==> config.mk <==
export PLATFORM = sky130hd
export DESIGN_NAME = conv_lane_scheduler
export DESIGN_NICKNAME = d
export VERILOG_FILES = /design/src/rtl/conv_lane_scheduler.sv
export SDC_FILE = /design/constraint.sdc
export NUM_CORES = 1
export LEC_CHECK = 0
export CORE_ASPECT_RATIO = 0.8
export CORE_UTILIZATION = 29
export CTS_BUF_LIST = sky130_fd_sc_hd__clkbuf_4 sky130_fd_sc_hd__clkbuf_8
export DETAILED_ROUTE_END_ITERATION = 8
export GPL_TIMING_DRIVEN = 0
export PLACE_DENSITY = 0.58
export SYNTH_ARGS = -nofsm -noshare
export SYNTH_HDL_FRONTEND = slang
export SYNTH_SLANG_ARGS = --single-unit
==> constraint.sdc <==
create_clock -name PCLK -period 1.7 [get_ports PCLK]
set_clock_uncertainty 0.05 [all_clocks]
set_input_delay 0.425 -clock PCLK [delete_from_list [all_inputs] [get_ports PCLK]]
set_output_delay 0.425 -clock PCLK [all_outputs]
set_load 0.02 [all_outputs]
==> src/rtl/conv_lane_scheduler.sv <==
// Two-lane round-robin word scheduler feeding a byte-serial converter.
// Accepts one SIZE-bit word at a time and emits it MSB byte first, one byte per downstream handshake.
module conv_lane_scheduler #(
  parameter int SIZE = 16
) (
  input  logic            PCLK,
  input  logic            RESET,
  input  logic [SIZE-1:0] DATA_IN0,
  input  logic            VALID_IN0,
  output logic            READY0,
  input  logic [SIZE-1:0] DATA_IN1,
  input  logic            VALID_IN1,
  output logic            READY1,
  output logic [7:0]      DATA_OUT,
  output logic            VALID_OUT,
  output logic            SOF_OUT,
  output logic            LANE_OUT,
  input  logic            READY_OUT,
  output logic            o_dbg_state
);

  // Handshake: a word moves on an input lane when VALID_INx && READYx at a PCLK edge;
  // a byte moves downstream when VALID_OUT && READY_OUT at a PCLK edge.

  localparam int NB = SIZE / 8;
  localparam logic [1:0] LAST_IDX = 2'(NB - 1);

  typedef enum logic {
    IDLE = 1'b0,
    SEND = 1'b1
  } state_t;

  state_t          r_state;
  logic [SIZE-1:0] r_shift;
  logic [1:0]      r_cnt;
  logic            r_last_grant;
  logic [7:0]      r_data_out;
  logic            r_valid_out;
  logic            r_sof_out;
  logic            r_lane_out;

  logic            w_grant_valid;
  logic            w_grant_lane;
  logic [SIZE-1:0] w_word;

  // Grant is only offered in IDLE; with both lanes pending the lane not served last wins.
  always_comb begin
    w_grant_valid = 1'b0;
    w_grant_lane  = 1'b0;
    if (r_state == IDLE && !RESET) begin
      if (VALID_IN0 && VALID_IN1) begin
        w_grant_valid = 1'b1;
        w_grant_lane  = ~r_last_grant;
      end else if (VALID_IN0) begin
        w_grant_valid = 1'b1;
        w_grant_lane  = 1'b0;
      end else if (VALID_IN1) begin
        w_grant_valid = 1'b1;
        w_grant_lane  = 1'b1;
      end
    end
  end

  assign READY0 = w_grant_valid & ~w_grant_lane;
  assign READY1 = w_grant_valid &  w_grant_lane;
  assign w_word = w_grant_lane ? DATA_IN1 : DATA_IN0;

  // DATA_OUT is loaded with the MSB byte on accept; r_shift then holds the remaining bytes left-aligned.
  always_ff @(posedge PCLK) begin
    if (RESET) begin
      r_state      <= IDLE;
      r_shift      <= '0;
      r_cnt        <= 2'd0;
      r_last_grant <= 1'b1;
      r_data_out   <= 8'h00;
      r_valid_out  <= 1'b0;
      r_sof_out    <= 1'b0;
      r_lane_out   <= 1'b0;
    end else begin
      case (r_state)
        IDLE: begin
          if (w_grant_valid) begin
            r_state      <= SEND;
            r_shift      <= {w_word[SIZE-9:0], 8'h00};
            r_cnt        <= 2'd0;
            r_last_grant <= w_grant_lane;
            r_lane_out   <= w_grant_lane;
            r_data_out   <= w_word[SIZE-1 -: 8];
            r_valid_out  <= 1'b1;
            r_sof_out    <= 1'b1;
          end
        end
        SEND: begin
          if (READY_OUT) begin
            if (r_cnt == LAST_IDX) begin
              r_state     <= IDLE;
              r_valid_out <= 1'b0;
              r_sof_out   <= 1'b0;
            end else begin
              r_cnt      <= r_cnt + 2'd1;
              r_data_out <= r_shift[SIZE-1 -: 8];
              r_shift    <= {r_shift[SIZE-9:0], 8'h00};
              r_sof_out  <= 1'b0;
            end
          end
        end
        default: r_state <= IDLE;
      endcase
    end
  end

  assign DATA_OUT    = r_data_out;
  assign VALID_OUT   = r_valid_out;
  assign SOF_OUT     = r_sof_out;
  assign LANE_OUT    = r_lane_out;
  assign o_dbg_state = r_state;

endmodule

==> flow_summary.toml, run 1 <==
[die]
dieHeight_um = 62.49
num_rows = 21
die-area_mm2 = 0.004849
die_x_um = 77.61
start_util_pct = 30.97
ios = 51
core_mm2 = 0.004283

[setup_path]
critPathKind = "flip-flop to output port"
critPathLaunchType = "flip-flop"
end_kind = "output port"
cp_data_arrival_time_ps = 1190
crit_required_ps = 1220
path_max_fanout = 6

[placement]
io_buffers = 49
place_hpwl_um = 2919
dp_slack_ps = -1097
place_congestion = 0.7897
dp.cells = 232
place_area_mm2 = 0.001897

[cells_and_area]
drive_above_1_share_pct = 25.41
area_growth_pct = 48.68
fin_util_pct = 46.04
fin_cells = 242
fin_area_mm2 = 0.001972
diodes = 0
nNetsFinal = 224

[global_routing]
grt-busiest-layer = "met2"
met2_usage_pct = 28.76
antenna_found_initial = 0
grt_first_pass_wirelength_um = 6644
grt_usage_pct = 17.32
grt_pass1_vias = 1327
grt_max_degree = 13
use_met3_pct = 3.796
grt_overflow = 0
grt_util_met1_pct = 22.76

[power]
p_per_area_mw_per_mm2 = 755.8
total_power_mw = 1.490
p_leak_nw = 0.7499
ir_drop_mv = 0.4131

[routing]
detail-route-antenna-nets = 0
drtIter0Drc = 65
first_pass_iters = 4
totalWireLength_um = 4025
via_per_inst = 5.219
wl_per_cell_um = 16.63
vias = 1263
post-route-drc-count = 0

[timing]
drv_slew = 0
timing.final.ws_setup_ps = 37.74
hold_viol = 0
fin_crit_sh_pct = 97.78
holdWs_ps = 405.8
fin_crit_ps = 1662
worstMarginPinSlew_ps = 575.4
relSlewSlack_pct = 61.50
finalSetupViolations = 0
rsz0062_at_grt = "true"
max_freq_mhz = 601.6
setup_tns_ps = 0

[synthesis]
syn-instance-count = 126
synth_edf_count = 0
synthArstFlopShare_pct = 0
yosys_most_used_dff = "dfxtp_1"
synth-seq-cells = 23
synth_area_mm2 = 0.001326
synth_fp_nets = 164
syn_area_per_cell_um2 = 10.53
ys_warn_count = 0
seq_area_frac_synth_pct = 34.72
synth_cell_type_count = 37

[clock_network]
hold_buffers = 0
root_buffer = "clkbuf_8"
path_clk_slew_ps = 80
clock_path_buffers = 2
cts.sinks = 23
cts_buffers = 3
clock_latency_ps = 260
cts_max_level = 1
cts_tree = "yes"

[worst_hold_path]
holdCritPathClass = "flip-flop to flip-flop"

[flow_run]
drv_cap = 0

[run_status]
run_status = "completed"
==> cell families (layout without fill, tap and decap cells) <==
family | after synthesis | count (layout) | share of synthesized area [%]
AND/OR/NAND/NOR | 43 | 43 | 20.00
AO/OA/AOI/OAI | 35 | 35 | 27.27
flip-flops | 23 | 23 | 34.72
buffers and inverters | 16 | 75 | 11.04
multiplexers | 8 | 8 | 6.038
adder cells (fa/ha/maj) | 1 | 1 | 0.9432
==> metal layers <==
metal,vias up,part of all wire [%]
met4,0,0.89
met2,48,45
met1,585,49
met3,6,5.5
met5,-,0
li1,624,-
==> where the power goes <==
group	internal [mW]	total, mW	switching, mW
Sequential	0.598	0.632	0.0348
Clock	0.183	0.356	0.173
Combinational	0.255	0.502	0.247
==> synthesized netlist by cell type (all sizes together), types with 2 or more instances <==
library cell   n  area share, %
a21oi          3            1.1
nor4           8            3.8
a221oi         8            9.1
nor3           9            4.2
nand4          8            3.8
dfxtp         23             35
nand2          6            2.3
clkbuf         3            1.4
o221ai         9            5.9
inv            2           0.57
mux2i          8            6.0
nand3          3            1.1
nor2           2           0.57
nor2b          2            1.5
o2bb2ai        8            5.3
buf           10            8.8
==> critical path, cell delays in order, from the launching register on <==
cell     delay (ps)
dfxtp_2         360
or2_4           270
nor2b_4         170
buf_8           130
==> path summary, 6_finish.rpt <==
kind	startpoint	endpoint	slack [ps]	cells after the start
min reg2reg	SOF_OUT	SOF_OUT	410	2
max	o_dbg_state	READY1	40	3
min	SOF_OUT	SOF_OUT	410	2
max reg2reg	r_cnt[1]	DATA_OUT[1]	120	6
==> cells in the final DEF, fill, tap and decap left out, drive strengths merged, types with 2 or more instances in the layout <==
cell type / instances
o221ai: 9
dlygate4sd2: 9
nor2b: 2
a21oi: 3
dfxtp: 23
nor3: 9
o2bb2ai: 8
mux2i: 8
dlymetal6s2s: 3
nor4: 8
buf: 21
inv: 2
clkbuf: 7
a221oi: 8
clkdlybuf4s50: 32
nor2: 2
nand3: 3
nand4: 8
nand2: 6
==> final cells by class <==
type / count / area, um2
Tap cell: 57 / 71.32
Buffer: 7 / 56.30
Clock buffer: 4 / 48.80
Sequential cell: 23 / 461.7
Fill cell: 431 / 2311
Timing Repair Buffer: 61 / 575.6
Inverter: 3 / 11.26
Multi-Input combinational cell: 87 / 747.0
==> state kept, by name, indices dropped and copies added, names as in the netlist <==
register	cells
VALID_OUT	1
r_last_grant	1
o_dbg_state	1
r_cnt	2
LANE_OUT	1
SOF_OUT	1
r_shift	8
DATA_OUT	8
==> what timing repair did <==
item                                    CTS  global route
buffers inserted                          9             2
gates cloned                              1             0
endpoints found under the setup margin   20             9
resized for setup                        34             9
pin swaps                                 0             3
(Power assumes the default switching activity.)
==> run 2, diff against run 1 <==
- ABC_AREA: unset -> 1
- GPL_ROUTABILITY_DRIVEN: unset -> 1
- GPL_TIMING_DRIVEN: 0 -> unset
- PLACE_DENSITY: 0.58 -> 0.59
==> run 2 against run 1 <==
Compared with the run above: clock power decreased by 2%; area after synthesis fell by 5.4%; cell count up 29%; global-route usage decreased by 2.6 points; sequential power is 2% lower; synthesized cell count grew 56%; largest power group unchanged.
==> flow_summary.toml, run 2 <==
[setup_path]
path_max_fanout = 3
crit_required_ps = 1220
reg2regPathDepth = 8
cp_data_arrival_time_ps = 1190
critPathKind = "input pin to output port"
critPathLaunchType = "input pin"
end_kind = "output port"

[synthesis]
syn-instance-count = 196
synth-seq-cells = 23
synth_area_mm2 = 0.001255
ys_warn_count = 0
synth_edf_count = 0
yosys_most_used_dff = "dfxtp_1"
synthArstFlopShare_pct = 0
synth_cell_type_count = 22
synth.top_cell.area_share_pct = 36.69
syn_area_per_cell_um2 = 6.403
post-synth-top-count-cell = "nand2_1"
synth_area_leaders = "dfxtp_1 37%, nand2_1 22%, nand3_1 8.0%, nor2_1 7.8%, inv_1 4.5%"
yosys.area.top_type = "dfxtp_1"
seq_area_frac_synth_pct = 36.69
synth_fp_nets = 234
synthTopCellsByCount = "72 x nand2_1, 26 x nor2_1, 23 x dfxtp_1, 20 x nand3_1, 15 x inv_1"

[timing]
hold_viol = 0
worstMarginPinSlew_ps = 384.1
fin_crit_ps = 1667
max_freq_mhz = 599.8
fin_crit_sh_pct = 98.08
finalSetupViolations = 0
relSlewSlack_pct = 74.37
setup_tns_ps = 0
rsz0062_at_grt = "true"
drv_slew = 0

[placement]
place_hpwl_um = 2520
io_buffers = 50
dp.cells = 306
place_congestion = 0.7663

[cells_and_area]
final_common_cell = "nand2_1"
drive_above_1_share_pct = 11.02
n_fill_cell = 446
mostFrequentLayoutCells = "72 x nand2_1, 33 x clkdlybuf4s50_1, 25 x nor2_1"
fin_util_pct = 46.27
diodes = 0
nNetsFinal = 293
area_growth_pct = 54.04
fin_cells = 311

[clock_network]
cts_tree = "yes"
cts_buffers = 3
clock_path_buffers = 2
hold_buffers = 0
path_clk_slew_ps = 80
root_buffer = "clkbuf_8"
cts_max_level = 1
clock_latency_ps = 260
cts.sinks = 23

[die]
die_x_um = 75.55
die-area_mm2 = 0.004596
ios = 51
dieHeight_um = 60.84
core_mm2 = 0.004178
num_rows = 21
start_util_pct = 30.04

[routing]
post-route-drc-count = 0
first_pass_iters = 4
detail-route-antenna-nets = 0
via_per_inst = 4.408
vias = 1371
drtIter0Drc = 49
wl_per_cell_um = 10.53
totalWireLength_um = 3276

[run_status]
run_status = "completed"

[global_routing]
grt_overflow = 0
met2_usage_pct = 24.11
grt_usage_pct = 14.77
grt_max_degree = 19
grt_pass1_vias = 1195
grt-busiest-layer = "met2"
grt_util_met1_pct = 20.26
use_met3_pct = 3.488
antenna_found_initial = 0
grt_first_pass_wirelength_um = 5175

[worst_hold_path]
holdCritPathClass = "flip-flop to flip-flop"
holdPathStages = 2

[power]
ir_drop_mv = 0.2878
p_leak_nw = 1.037
p_per_area_mw_per_mm2 = 762.8
total_power_mw = 1.475

[flow_run]
drv_cap = 0
run 2: cells by family (layout without fill, tap and decap cells):
| family | count (synthesis) | after routing | synth area share [%] |
|---|---|---|---|
| simple gates | 134 | 134 | 48.06 |
| buf+inv | 25 | 83 | 8.972 |
| flops | 23 | 23 | 36.69 |
| compound gates | 13 | 13 | 5.284 |
| fa+ha+maj | 1 | 1 | 0.9968 |
run 2: path summary, 6_finish.rpt:
path	startpoint	endpoint	slack (ps)
hold reg to reg	r_cnt[1]	r_cnt[1]	410
setup reg to reg	o_dbg_state	DATA_OUT[0]	250
setup / recovery	RESET	READY0	30
hold / removal	r_cnt[1]	r_cnt[1]	410
run 2: final cells by class:
class	instances	area, um2	area share [%]
clock buffer	4	48.80	2.524
inverter	17	65.06	3.366
multi-input combinational	148	684.4	35.40
sequential	23	460.4	23.82
tap	57	71.32	3.689
timing repair buffer	62	603.1	31.20
run 2: critical path, stage by stage:
cell	delay, ps
dlygate4sd2_1	270
nor2_4	160
nand3_4	90
clkinv_2	70
nor2_2	30
buf_2	150
run 2: layer usage:
metal	up-vias	wire (um)	share of wire, %
li1	733	-	-
met1	601	1644	50
met2	33	1393	43
met3	4	221	6.7
met4	0	16	0.49
met5	-	0	0
run 2: power by group:
group,total [mW],internal [mW],switching (mW),leakage (nW)
registers,0.620,0.593,0.0269,0.190
clock network,0.350,0.183,0.167,0.0262
logic,0.505,0.236,0.269,0.822
run 2: repair_timing:
item                                    CTS  global route
resized for setup                        14            11
pin swaps                                 1             0
endpoints found under the setup margin   22            11
buffers inserted                          1             0
run 2: through the flow:
stage	setup slack, ps	instance area [um2]	hold slack, ps
2_1_floorplan	2.441	1259	389.0
3_3_place_gp	-698.8	1864	400.7
3_5_place_dp	-700.9	1864	405.0
4_1_cts	0.4728	1907	417.6
5_1_grt	-29.96	1933	444.3
6_report	32.71	1933	411.9
